$ cat config.mk
export PLATFORM = sky130hd
export DESIGN_NAME = avalon_pwm_multi
export DESIGN_NICKNAME = d
export VERILOG_FILES = /design/src/rtl/pwm_pkg.sv /design/src/rtl/pwm_channel_cmp.sv /design/src/rtl/avalon_pwm_multi.sv
export SDC_FILE = /design/constraint.sdc
export NUM_CORES = 1
export LEC_CHECK = 0
export CAP_MARGIN = 20
export CELL_PAD_IN_SITES_DETAIL_PLACEMENT = 0
export CELL_PAD_IN_SITES_GLOBAL_PLACEMENT = 1
export CORE_UTILIZATION = 43
export DETAILED_ROUTE_END_ITERATION = 8
export GPL_ROUTABILITY_DRIVEN = 0
export PLACE_DENSITY = 0.83
export SETUP_SLACK_MARGIN = 0.05
export SYNTH_ARGS = -nofsm -noshare
export SYNTH_HDL_FRONTEND = slang
export SYNTH_SLANG_ARGS = --single-unit
export TNS_END_PERCENT = 5
$ cat constraint.sdc
create_clock -name clk -period 2.2 [get_ports clk]
set_input_delay 0.55 -clock clk [delete_from_list [all_inputs] [get_ports clk]]
set_output_delay 0.55 -clock clk [all_outputs]
set_load 0.02 [all_outputs]
$ cat src/rtl/pwm_pkg.sv
// rtl/pwm_pkg.sv - register map, CTRL bit positions and reset values for avalon_pwm_multi
package pwm_pkg;

    localparam int REG_CTRL   = 0;
    localparam int REG_STATUS = 1;
    localparam int REG_PRESC  = 2;
    localparam int REG_PERIOD = 3;
    localparam int REG_DUTY0  = 4;

    localparam int CTRL_EN_BIT     = 0;
    localparam int CTRL_IRQ_EN_BIT = 1;
    localparam int CTRL_INV_LSB    = 8;
    localparam int STATUS_WRAP_BIT = 0;

    // Every register, shadow, active copy and counter resets to zero.
    localparam logic [31:0] RST_VAL = 32'h0;

endpackage

$ cat src/rtl/pwm_channel_cmp.sv
// rtl/pwm_channel_cmp.sv - per-channel active duty copy and registered compare output
module pwm_channel_cmp
    import pwm_pkg::*;
#(
    parameter int CNT_W = 12
) (
    input  logic             clk,
    input  logic             reset_n,
    input  logic [CNT_W-1:0] duty_sh,
    input  logic             load,
    input  logic             en,
    input  logic             inv,
    input  logic [CNT_W-1:0] cnt,
    output logic             pwm_out
);

    logic [CNT_W-1:0] duty_act_q, duty_act_d;
    logic             pwm_q, pwm_d;

    always_comb begin
        duty_act_d = load ? duty_sh : duty_act_q;
        pwm_d      = en & ((cnt < duty_act_q) ^ inv);
    end

    always_ff @(posedge clk or negedge reset_n) begin
        if (!reset_n) begin
            duty_act_q <= RST_VAL[CNT_W-1:0];
            pwm_q      <= RST_VAL[0];
        end else begin
            duty_act_q <= duty_act_d;
            pwm_q      <= pwm_d;
        end
    end

    assign pwm_out = pwm_q;

endmodule

$ cat src/rtl/avalon_pwm_multi.sv
// rtl/avalon_pwm_multi.sv - multi-channel double-buffered PWM behind an Avalon-MM slave
module avalon_pwm_multi #(
    parameter int NUM_CH  = 4,
    parameter int CNT_W   = 12,
    parameter int PRESC_W = 16,
    parameter int ADDR_W  = 3
) (
    input  logic              clk,
    input  logic              reset_n,
    input  logic [ADDR_W-1:0] address,
    input  logic              chipselect,
    input  logic              write_n,
    input  logic [31:0]       writedata,
    output logic [31:0]       readdata,
    output logic [NUM_CH-1:0] pwm_out,
    output logic              irq
);
    import pwm_pkg::*;

    localparam logic [ADDR_W-1:0] A_CTRL   = ADDR_W'(REG_CTRL);
    localparam logic [ADDR_W-1:0] A_STATUS = ADDR_W'(REG_STATUS);
    localparam logic [ADDR_W-1:0] A_PRESC  = ADDR_W'(REG_PRESC);
    localparam logic [ADDR_W-1:0] A_PERIOD = ADDR_W'(REG_PERIOD);

    logic              en_q, en_d;
    logic              irq_en_q, irq_en_d;
    logic [NUM_CH-1:0] inv_q, inv_d;
    logic              wrap_flag_q, wrap_flag_d;

    logic [PRESC_W-1:0] presc_sh_q, presc_sh_d;
    logic [CNT_W-1:0]   period_sh_q, period_sh_d;
    logic [CNT_W-1:0]   duty_sh_q [NUM_CH];
    logic [CNT_W-1:0]   duty_sh_d [NUM_CH];

    logic [PRESC_W-1:0] presc_act_q, presc_act_d;
    logic [CNT_W-1:0]   period_act_q, period_act_d;
    logic [PRESC_W-1:0] presc_cnt_q, presc_cnt_d;
    logic [CNT_W-1:0]   cnt_q, cnt_d;

    logic wr_en;
    logic tick;
    logic wrap;
    logic load;
    logic unused_wdata;

    assign wr_en        = chipselect & ~write_n;
    assign unused_wdata = ^writedata;

    always_comb begin
        en_d        = en_q;
        irq_en_d    = irq_en_q;
        inv_d       = inv_q;
        presc_sh_d  = presc_sh_q;
        period_sh_d = period_sh_q;
        duty_sh_d   = duty_sh_q;
        if (wr_en && address == A_CTRL) begin
            en_d     = writedata[CTRL_EN_BIT];
            irq_en_d = writedata[CTRL_IRQ_EN_BIT];
            inv_d    = writedata[CTRL_INV_LSB +: NUM_CH];
        end
        if (wr_en && address == A_PRESC)
            presc_sh_d = writedata[PRESC_W-1:0];
        if (wr_en && address == A_PERIOD)
            period_sh_d = writedata[CNT_W-1:0];
        for (int i = 0; i < NUM_CH; i++) begin
            if (wr_en && address == ADDR_W'(REG_DUTY0 + i))
                duty_sh_d[i] = writedata[CNT_W-1:0];
        end
    end

    // While disabled the active copies follow the shadows every cycle.
    always_comb begin
        tick = en_q && (presc_cnt_q == presc_act_q);
        wrap = tick && (cnt_q == period_act_q);
        load = ~en_q | wrap;

        if (!en_q || tick)
            presc_cnt_d = '0;
        else
            presc_cnt_d = presc_cnt_q + PRESC_W'(1);

        if (!en_q || wrap)
            cnt_d = '0;
        else if (tick)
            cnt_d = cnt_q + CNT_W'(1);
        else
            cnt_d = cnt_q;

        presc_act_d  = load ? presc_sh_q  : presc_act_q;
        period_act_d = load ? period_sh_q : period_act_q;

        // A wrap in the same cycle as a clear keeps the flag set.
        wrap_flag_d = wrap_flag_q;
        if (wr_en && address == A_STATUS && writedata[STATUS_WRAP_BIT])
            wrap_flag_d = 1'b0;
        if (wrap)
            wrap_flag_d = 1'b1;
    end

    always_comb begin
        readdata = '0;
        if (address == A_CTRL) begin
            readdata[CTRL_EN_BIT]              = en_q;
            readdata[CTRL_IRQ_EN_BIT]          = irq_en_q;
            readdata[CTRL_INV_LSB +: NUM_CH]   = inv_q;
        end
        if (address == A_STATUS)
            readdata[STATUS_WRAP_BIT] = wrap_flag_q;
        if (address == A_PRESC)
            readdata[PRESC_W-1:0] = presc_sh_q;
        if (address == A_PERIOD)
            readdata[CNT_W-1:0] = period_sh_q;
        for (int i = 0; i < NUM_CH; i++) begin
            if (address == ADDR_W'(REG_DUTY0 + i))
                readdata[CNT_W-1:0] = duty_sh_q[i];
        end
    end

    always_ff @(posedge clk or negedge reset_n) begin
        if (!reset_n) begin
            en_q         <= RST_VAL[0];
            irq_en_q     <= RST_VAL[0];
            inv_q        <= RST_VAL[NUM_CH-1:0];
            wrap_flag_q  <= RST_VAL[0];
            presc_sh_q   <= RST_VAL[PRESC_W-1:0];
            period_sh_q  <= RST_VAL[CNT_W-1:0];
            duty_sh_q    <= '{default: RST_VAL[CNT_W-1:0]};
            presc_act_q  <= RST_VAL[PRESC_W-1:0];
            period_act_q <= RST_VAL[CNT_W-1:0];
            presc_cnt_q  <= RST_VAL[PRESC_W-1:0];
            cnt_q        <= RST_VAL[CNT_W-1:0];
        end else begin
            en_q         <= en_d;
            irq_en_q     <= irq_en_d;
            inv_q        <= inv_d;
            wrap_flag_q  <= wrap_flag_d;
            presc_sh_q   <= presc_sh_d;
            period_sh_q  <= period_sh_d;
            duty_sh_q    <= duty_sh_d;
            presc_act_q  <= presc_act_d;
            period_act_q <= period_act_d;
            presc_cnt_q  <= presc_cnt_d;
            cnt_q        <= cnt_d;
        end
    end

    for (genvar g = 0; g < NUM_CH; g++) begin : g_ch
        pwm_channel_cmp #(
            .CNT_W(CNT_W)
        ) u_ch (
            .clk     (clk),
            .reset_n (reset_n),
            .duty_sh (duty_sh_q[g]),
            .load    (load),
            .en      (en_q),
            .inv     (inv_q[g]),
            .cnt     (cnt_q),
            .pwm_out (pwm_out[g])
        );
    end

    assign irq = wrap_flag_q & irq_en_q;

endmodule

==> run metrics, run 1 <==
Yosys reg bits=191; CP Depth=4; CP delay by family, top=compound AO/OA/AOI/OAI gates; Mapped Cells=808; top cell type's share of synthesized area=49.3%; CTS buffer count=17; Iter 0 DRT Violations=502; chip height=152 um; initial cell density of the core=44.2%; number of flops mapped to enable cells by yosys=0; Routed WL=25.2 mm; mean area per synthesized cell=12.0 um2; Worst R2R Start=cnt_q[6]$_DFFE_PN0P_; vias per cell=5.42; Worst-Skew Late Latency=0.44 ns; Max Cap Viol=0; clk_skew=0.0136 ns; Setup Crit Path Kind=reg -> out; Post-synth ARST share=100%; Setup crit end kind=output port; Top FF cell, synth=dfrtp_1; R2R Setup Slk=-0.01 ns; H-tree Lvls=4; fin nets=1037; Peak VDD IR=0.606 mV; final instance area=12300 um2; number of routed nets with antenna violations=0; CP max-delay cell=dfrtp_1; area leader, netlist=dfrtp_1; Critical Path RT=1.65 ns; PwrDens=968 nW/um2; worst setup margin=-0.180 ns; Worst Path Buf+Inv=1; Netlist cell types=44; vias in the first global route=6864; # diodes=0; Post-Syn Area=9700 um2; final slew viol count=0; RSZ-0062 raised after global routing=true; CP arrival=1.83 ns; placed wire-length estimate=17.0 mm; clk root buf=clkbuf_16; Setup-failing EPs final=19; status=finished, violations left; Port-buffer cells=43; largest net degree at the start of global routing=59; CTS tree=built; violated checks=DRC, setup timing; full die area=23200 um2; # rows=54; path type of the worst min-delay path=in -> async; max-slew headroom at the worst pin=65.1%; CP Cell Sequence=mux2_4, a22o_1, a221o_1, buf_6; Slew @ Worst Pin=0.523 ns; Synth area leaders=dfrtp_1 49%, mux2_1 14%, ha_1 5.9%, mux2_2 5.5%, xor2_1 2.4%; # clock sinks=191; dpl ws=-0.926 ns; R2R depth=9; fin crit period=2.38 ns; number of remaining DRC errors=6; maximum fanout along the worst path=2; num ports=76; Fill cells=1795; Initial DRT Pass Iterations=9; initial antenna violation count=0; Die W=152 um; Period Utilization, post-route=108%; Layout area overhead=27.3%; Worst setup SP type=register; GR Overflow Total=0; r2r endpoint=g_ch[0].u_ch.duty_act_q[5]$_DFFE_PN0N_; fmax=0.420 GHz; share of layout cells above drive strength 1=32.3%; yosys warns=0; Max Root-Sink Buffers=2; vias=6745; max incr delay on CP=0.43 ns; Overall Global Routing Usage=21.7%; Area after DPL=11100 um2; first-pass GRT wire length=38.4 mm; DR WL/cell=20.3 um; total core area=22000 um2; sequential-to-total area share from yosys stat=49.3%; P_leak=5.89 nW; clock slew at reported path FFs=0.08 ns; final hold violation count=0
==> cell usage after synthesis (22+ instances only) <==
master     n
mux2_1   119
nor2_1    43
xor2_1    27
inv_1     54
buf_4     24
o21ai_0   22
nand2_1   25
mux2_2    47
xnor2_1   23
a21oi_1   34
dfrtp_1  191
ha_1      46
==> area by class of cell <==
type / count / area [um2] / share of cell area (%)
inverter: 54 / 203 / 1.64
multi-input combinational: 531 / 4840 / 39.2
tap: 280 / 350 / 2.84
sequential: 191 / 4790 / 38.8
clock inverter: 14 / 166 / 1.35
clock buffer: 18 / 439 / 3.56
timing repair buffer: 157 / 1560 / 12.7
==> layer usage <==
layer | up-vias | track usage (%) | wire length [um]
li1 | 3096 | - | -
met1 | 3436 | 31.2 | 11900
met2 | 190 | 33.9 | 12000
met3 | 23 | 3.78 | 1050
met4 | 0 | 6.22 | 303
met5 | - | 0 | 0
==> worst max path at each step <==
stage,from,end
after floorplan,address[2],readdata[3]
after global placement,address[0],readdata[0]
after detailed placement,address[0],readdata[6]
after CTS,duty_sh_q[7]$_DFFE_PN0P_,readdata[7]
after global routing,period_sh_q[0]$_DFFE_PN0P_,readdata[0]
final,duty_sh_q[7]$_DFFE_PN0P_,readdata[7]
==> cells in the final DEF (no fill, tap or decap), drive strengths merged, types with 25 or more instances in the layout <==
cell / count
ha: 46
clkbuf: 25
xor2: 27
nor2: 43
a21oi: 34
inv: 63
mux2: 166
buf: 123
nand2: 27
dfrtp: 191
==> through the flow <==
stage	std cells	total power, mW	hold WS, ns	setup TNS (ns)	utilization [%]
2_1_floorplan	823	6.97	0.254	-0.0188	-
3_3_place_gp	1191	7.99	0.470	-36.82	50.4
3_5_place_dp	1191	8.09	0.475	-39.84	50.4
4_1_cts	1228	11.4	0.0902	-0.781	54.1
5_1_grt	1245	12.6	0.107	-2.34	56.2
6_report	1245	11.9	0.0820	-0.813	56.2
==> registers in the layout, summed over array words and instances (netlist names) <==
| register | cells |
|---|---|
| period_act_q | 12 |
| presc_cnt_q | 16 |
| presc_act_q | 16 |
| g_ch.u_ch.duty_act_q | 48 |
| period_sh_q | 12 |
| g_ch.u_ch.pwm_out | 4 |
| presc_sh_q | 16 |
| en_q | 1 |
| cnt_q | 12 |
| wrap_flag_q | 1 |
| duty_sh_q | 48 |
| inv_q | 4 |
| irq_en_q | 1 |
==> timing repair <==
item                                    4_1_cts  5_1_grt
setup buffers                                 3       11
hold buffers                                  0        0
gates resized for setup                     131       65
cloned                                        2        6
endpoints found under the setup margin      115      104
pin swaps                                    12       15
==> where the power goes <==
| part | internal (mW) | switching (mW) |
|---|---|---|
| Sequential | 4.46 | 0.764 |
| Combinational | 1.92 | 1.60 |
| Clock | 1.67 | 1.54 |
| Total | 8.05 | 3.90 |
==> kinds of logic after synthesis <==
logic type / share of synthesized area (%)
buffers and inverters: 5.41
other: 0.0387
xor gates and xnor gates: 4.52
and+or+nand+nor: 7.73
DFF: 49.3
muxes: 20.7
AOI/OAI and AO/OA: 6.35
adders and majority gates: 5.93
(Power assumes the default switching activity.)
==> inputs of run 2 (changes only) <==
--- a/config.mk
+++ b/config.mk
@@ -11,6 +11,7 @@
 export CORE_UTILIZATION = 43
 export DETAILED_ROUTE_END_ITERATION = 8
 export GPL_ROUTABILITY_DRIVEN = 0
+export MAX_ROUTING_LAYER = met4
 export PLACE_DENSITY = 0.83
 export SETUP_SLACK_MARGIN = 0.05
 export SYNTH_ARGS = -nofsm -noshare
==> run 2 against run 1 <==
  * The run still ends with DRC, setup timing left
  * Non-clock buffer count did not move
  * Power fell by 0.52%
  * Maximum frequency fell by 0.17%
  * Clock power barely moved
  * Routed wire length fell by 0.89%
  * Combinational power fell by 2%
  * Critical path depth did not move
  * Die area did not move
  * Setup slack got worse by 0.0039 ns
  * Largest cell class unchanged
  * Highest routed layer unchanged
==> run metrics, run 2 (synthesized netlist as in run 1, its figures left out) <==
number of remaining DRC errors=6 (unchanged); CTS tree=built (unchanged); Initial DRT Pass Iterations=9 (unchanged); H-tree Lvls=4 (unchanged); clk root buf=clkbuf_16 (unchanged); Fin Setup TNS=-0.745 ns (was -0.813 ns); Worst-Skew Late Latency=0.44 ns (about the same); Slew @ Worst Pin=0.531 ns (was 0.523 ns); # rows=54 (unchanged); Sequential Power Share=43.9% (was 43.7%); internal power=8.02 mW (was 8.05 mW); Area after DPL=11100 um2 (unchanged); initial cell density of the core=44.2% (unchanged); DR WL/cell=20.1 um (was 20.3 um); final instance area=12300 um2 (about the same); chip height=152 um (unchanged); register area=4790 um2 (unchanged); vias in the first global route=6875 (was 6864); num ports=76 (unchanged); maximum fanout along the worst path=2 (unchanged); path type of the worst min-delay path=in -> async (unchanged); RSZ-0062 raised after global routing=true (unchanged); final hold violation count=0 (unchanged); Fill cells=1794 (was 1795); Worst setup SP type=register (unchanged); initial antenna violation count=0 (unchanged); fmax=0.419 GHz (was 0.420 GHz); # diodes=0 (unchanged); CP max-delay cell=dfrtp_1 (unchanged); Port-buffer cells=43 (unchanged); # clock sinks=191 (unchanged); placed wire-length estimate=17.0 mm (unchanged); commonest non-fill, non-tap cell in the layout=dfrtp_1 (unchanged); Peak VDD IR=0.598 mV (was 0.606 mV); worst setup margin=-0.184 ns (was -0.180 ns); Max Cap Viol=0 (unchanged); Max Root-Sink Buffers=2 (unchanged); clock slew at reported path FFs=0.08 ns (about the same); Setup-failing EPs final=20 (was 19); CP arrival=1.83 ns (about the same); Routed WL=25.0 mm (was 25.2 mm); number of routed nets with antenna violations=0 (unchanged); clock power share=26.9% (was 26.8%); status=finished, violations left (unchanged); vias=6740 (was 6745); full die area=23200 um2 (unchanged); GR Overflow Total=0 (unchanged); fin util=56.1% (was 56.2%); final slew viol count=0 (unchanged); Period Utilization, post-route=108% (about the same); share of layout cells above drive strength 1=31.8% (was 32.3%); first-pass GRT wire length=38.5 mm (was 38.4 mm); total core area=22000 um2 (unchanged); commonest non-fill, non-tap cells in the layout=186 x dfrtp_1, 92 x buf_4, 87 x mux2_1 (was 186 x dfrtp_1, 92 x buf_4, 82 x mux2_1); largest net degree at the start of global routing=59 (unchanged); combinational power share=29.1% (was 29.4%); cell count after placement=1191 (unchanged); fin crit period=2.38 ns (about the same); violated checks=DRC, setup timing (unchanged); Die W=152 um (unchanged); Iter 0 DRT Violations=503 (was 502); max incr delay on CP=0.43 ns (about the same); footprint of the multi-input gates=4820 um2 (was 4840 um2); clk_skew=0.0130 ns (was 0.0136 ns); Net Switching=3.87 mW (was 3.90 mW); CTS buffer count=17 (unchanged); Overall Global Routing Usage=22.4% (was 21.7%); Setup Crit Path Kind=reg -> out (unchanged); Setup crit end kind=output port (unchanged); Cell Count, Final, Fillers Out=1245 (unchanged); switch share=32.6% (about the same); Layout area overhead=27.1% (was 27.3%); Critical Path RT=1.65 ns (about the same); CP Cell Sequence=mux2_4, a22o_1, a221o_1, buf_6 (unchanged); PwrDens=965 nW/um2 (was 968 nW/um2); P_leak=5.88 nW (was 5.89 nW); largest registers=duty_sh_q (48), g_ch.u_ch.duty_act_q (48) (unchanged); max-slew headroom at the worst pin=64.6% (was 65.1%); vias per cell=5.41 (was 5.42); fin nets=1037 (unchanged)
==> run 2: cell type report <==
cell class                      instances  share of cell area, %
Multi-Input combinational cell        531                   39.1
Sequential cell                       191                   38.8
Timing Repair Buffer                  157                   12.7
Clock buffer                           18                   3.56
Tap cell                              280                   2.84
Inverter                               54                   1.64
Clock inverter                         14                   1.35
==> run 2: routing by layer <==
metal  part of all wire (%)  global-route usage, %
met2                     48                   34.0
met3                    3.9                   3.56
met1                     47                   31.2
met5                      0                      -
met4                   0.97                   6.37
==> run 2: critical path, delay by kind of cell (launching register included) <==
kind | cells | cell delay, ns
AOI/OAI and AO/OA | 2 | 0.54
DFF | 1 | 0.43
muxes | 1 | 0.28
buffers and inverters | 1 | 0.14
==> run 2: stage by stage <==
| step | worst slack, ns | total power, mW | hold WS [ns] |
|---|---|---|---|
| floorplan | -0.0114 | 6.97 | 0.254 |
| global route | -0.216 | 12.5 | 0.104 |
| CTS | -0.181 | 11.4 | 0.0902 |
| detailed placement | -0.926 | 8.09 | 0.475 |
| global placement | -0.926 | 7.99 | 0.470 |
| finish | -0.184 | 11.9 | 0.0779 |
==> run 2: path summary, 6_finish.rpt <==
path	from	to	slack, ns	cells after the start
worst min-delay path	reset_n	g_ch[3].u_ch.duty_act_q[0]$_DFFE_PN0N_	0.08	1
min in group clk	g_ch[3].u_ch.duty_act_q[6]$_DFFE_PN0N_	g_ch[3].u_ch.duty_act_q[6]$_DFFE_PN0N_	0.49	1
worst min register to register	g_ch[3].u_ch.duty_act_q[6]$_DFFE_PN0N_	g_ch[3].u_ch.duty_act_q[6]$_DFFE_PN0N_	0.49	1
max in group asynchronous	reset_n	g_ch[1].u_ch.duty_act_q[8]$_DFFE_PN0N_	1.48	2
worst max register to register	cnt_q[6]$_DFFE_PN0P_	period_act_q[5]$_DFFE_PN0N_	-0.02	9
worst max-delay path	duty_sh_q[7]$_DFFE_PN0P_	readdata[7]	-0.18	4
==> run 2: power by group through the flow <==
stage | combinational, mW | sequential, mW | clock [mW]
finish | 3.46 | 5.22 | 3.20
global route | 3.77 | 5.33 | 3.39
CTS | 2.98 | 5.17 | 3.25
detailed placement | 2.88 | 5.21 | 0
global placement | 2.81 | 5.18 | 0
floorplan | 2.03 | 4.93 | 0
==> run 2: what timing repair did <==
item / CTS / global route
endpoints found under the setup margin: 115 / 104
buffers inserted: 3 / 11
gates cloned: 2 / 6
pin swaps: 12 / 16
gates resized for setup: 131 / 60
hold buffers: 0 / 0
==> inputs of run 3 (changes only) <==
--- a/config.mk
+++ b/config.mk
@@ -8,6 +8,7 @@
 export CAP_MARGIN = 20
 export CELL_PAD_IN_SITES_DETAIL_PLACEMENT = 0
 export CELL_PAD_IN_SITES_GLOBAL_PLACEMENT = 1
+export CORE_ASPECT_RATIO = 0.7
 export CORE_UTILIZATION = 43
 export DETAILED_ROUTE_END_ITERATION = 8
 export GPL_ROUTABILITY_DRIVEN = 0
==> run 3 against run 2 <==
  * The run ends with setup timing left
  * Routed wire length grew 3.1%
  * Sequential share of layout area grew 0.083 points
  * Cell count shrank 0.24%
  * Hold slack lost 0.019 ns
  * Largest cell class unchanged
  * Maximum frequency grew 0.64%
  * Combinational power grew 2%
  * Power grew 0.82%
==> run metrics, run 3 (synthesized netlist as in run 1, its figures left out) <==
status=finished, violations left (unchanged); violated checks=setup timing (was DRC, setup timing); total core area=21900 um2 (was 22000 um2); final slew viol count=0 (unchanged); cell count after placement=1195 (was 1191); Area after DPL=11100 um2 (about the same); fin crit period=2.37 ns (was 2.38 ns); CP Cell Sequence=mux2_4, a22o_1, a221o_1, buf_6 (unchanged); Period Utilization, post-route=108% (about the same); Layout area overhead=26.9% (was 27.1%); Max Cap Viol=0 (unchanged); # diodes=0 (unchanged); DR WL/cell=20.8 um (was 20.1 um); path type of the worst min-delay path=in -> async (unchanged); initial antenna violation count=0 (unchanged); PwrDens=974 nW/um2 (was 965 nW/um2); commonest non-fill, non-tap cell in the layout=dfrtp_1 (unchanged); commonest non-fill, non-tap cells in the layout=184 x dfrtp_1, 87 x buf_4, 70 x mux2_1 (was 186 x dfrtp_1, 92 x buf_4, 87 x mux2_1); total chip power=12.0 mW (was 11.9 mW); full die area=23200 um2 (about the same); final hold violation count=0 (unchanged); placed wire-length estimate=18.0 mm (was 17.0 mm); Port-buffer cells=43 (unchanged); Worst Path Buf+Inv=1 (unchanged); vias=6776 (was 6740); Max Root-Sink Buffers=2 (unchanged); number of routed nets with antenna violations=0 (unchanged); initial cell density of the core=44.3% (was 44.2%); P_leak=5.88 nW (about the same); CTS tree=built (unchanged); Cell Count, Final, Fillers Out=1242 (was 1245); RSZ-0062 raised after global routing=true (unchanged); chip height=128 um (was 152 um); number of remaining DRC errors=0 (was 6); maximum fanout along the worst path=2 (unchanged); Iter 0 DRT Violations=480 (was 503); CP arrival=1.82 ns (was 1.83 ns); share of layout cells above drive strength 1=32.5% (was 31.8%); # rows=45 (was 54); Die W=181 um (was 152 um); num ports=76 (unchanged); fmax=0.422 GHz (was 0.419 GHz); max incr delay on CP=0.40 ns (was 0.43 ns); final instance area=12300 um2 (about the same); clk_skew=0.0109 ns (was 0.0130 ns); clk root buf=clkbuf_16 (unchanged); Critical Path RT=1.65 ns (about the same); Worst setup SP type=register (unchanged); H-tree Lvls=4 (unchanged); Routed WL=25.8 mm (was 25.0 mm); Overall Global Routing Usage=23.3% (was 22.4%); Initial DRT Pass Iterations=5 (was 9); vias per cell=5.46 (was 5.41); Setup-failing EPs final=87 (was 20); first-pass GRT wire length=38.9 mm (was 38.5 mm); CTS buffer count=17 (unchanged); Peak VDD IR=0.572 mV (was 0.598 mV); Setup Crit Path Kind=reg -> out (unchanged); fin nets=1033 (was 1037); Setup crit end kind=output port (unchanged); largest net degree at the start of global routing=56 (was 59); hold_buf cts=0 (unchanged); Worst-Skew Late Latency=0.45 ns (was 0.44 ns); CP max-delay cell=dfrtp_1 (unchanged); clock slew at reported path FFs=0.08 ns (about the same); CP delay by family, top=compound AO/OA/AOI/OAI gates (unchanged); # clock sinks=191 (unchanged); GR Overflow Total=0 (unchanged); vias in the first global route=6572 (was 6875); largest registers=duty_sh_q (48), g_ch.u_ch.duty_act_q (48) (unchanged); worst setup margin=-0.169 ns (was -0.184 ns)
[run 3: changes by cell type in the layout (fill, tap and decap cells not counted), moves of 3 or more]
cell | previous run | this run
a2111oi_0 | 3 | 0
buf_12 | 11 | 15
buf_4 | 92 | 87
clkbuf_2 | 0 | 4
clkdlybuf4s15_2 | 3 | 0
clkinvlp_4 | 0 | 4
inv_8 | 6 | 0
mux2_1 | 87 | 70
mux2_4 | 33 | 51
xnor2_1 | 18 | 22
xnor2_2 | 5 | 1
[run 3: layer usage]
metal  GRT usage, %  share of wire (%)
met1           34.8                 50
met3           3.64                5.7
met5              -                  0
met4           7.13                1.6
met2           32.2                 43
[run 3: worst paths after layout]
kind | slack, ns | depth (start not counted) | startpoint | to
min in group clk | 0.50 | 1 | duty_sh_q[24]$_DFFE_PN0P_ | g_ch[1].u_ch.duty_act_q[0]$_DFFE_PN0N_
min reg2reg | 0.50 | 1 | duty_sh_q[24]$_DFFE_PN0P_ | g_ch[1].u_ch.duty_act_q[0]$_DFFE_PN0N_
max in group asynchronous | 1.46 | 2 | reset_n | presc_cnt_q[11]$_DFF_PN0_
max reg2reg | -0.12 | 8 | cnt_q[3]$_DFFE_PN0P_ | g_ch[0].u_ch.duty_act_q[4]$_DFFE_PN0N_
min | 0.06 | 1 | reset_n | g_ch[1].u_ch.duty_act_q[9]$_DFFE_PN0N_
max | -0.17 | 4 | duty_sh_q[19]$_DFFE_PN0P_ | readdata[7]
[run 3: area by class of cell]
| type | instances | area [um2] |
|---|---|---|
| Inverter | 54 | 203 |
| Tap cell | 282 | 353 |
| Clock buffer | 19 | 443 |
| Multi-Input combinational cell | 530 | 4810 |
| Clock inverter | 12 | 160 |
| Timing Repair Buffer | 154 | 1540 |
| Fill cell | 1834 | 9600 |
| Sequential cell | 191 | 4790 |
[run 3: through the flow]
| step | setup slack [ns] | utilization [%] | TNS (ns) | hold WS, ns |
|---|---|---|---|---|
| floorplan | -0.0114 | - | -0.0188 | 0.254 |
| global placement | -1.07 | 50.9 | -45.20 | 0.468 |
| detailed placement | -1.04 | 50.9 | -46.61 | 0.477 |
| CTS | -0.217 | 54.6 | -2.08 | 0.0778 |
| global route | -0.209 | 56.2 | -10.25 | 0.0944 |
| finish | -0.169 | 56.2 | -6.59 | 0.0593 |
[run 3: power breakdown]
part           total, mW  switching (mW)  internal [mW]
Clock               3.24            1.42           1.82
Combinational       3.52            1.58           1.94
Sequential          5.22           0.758           4.47
Total               12.0            3.75           8.23
[run 3: repair_timing]
item                       CTS  global route
gates resized for setup    132            65
setup buffers                3             7
hold endpoints to repair     0             0
pin swaps                   20             7
setup endpoints to repair  117           103
cloned                       2             4
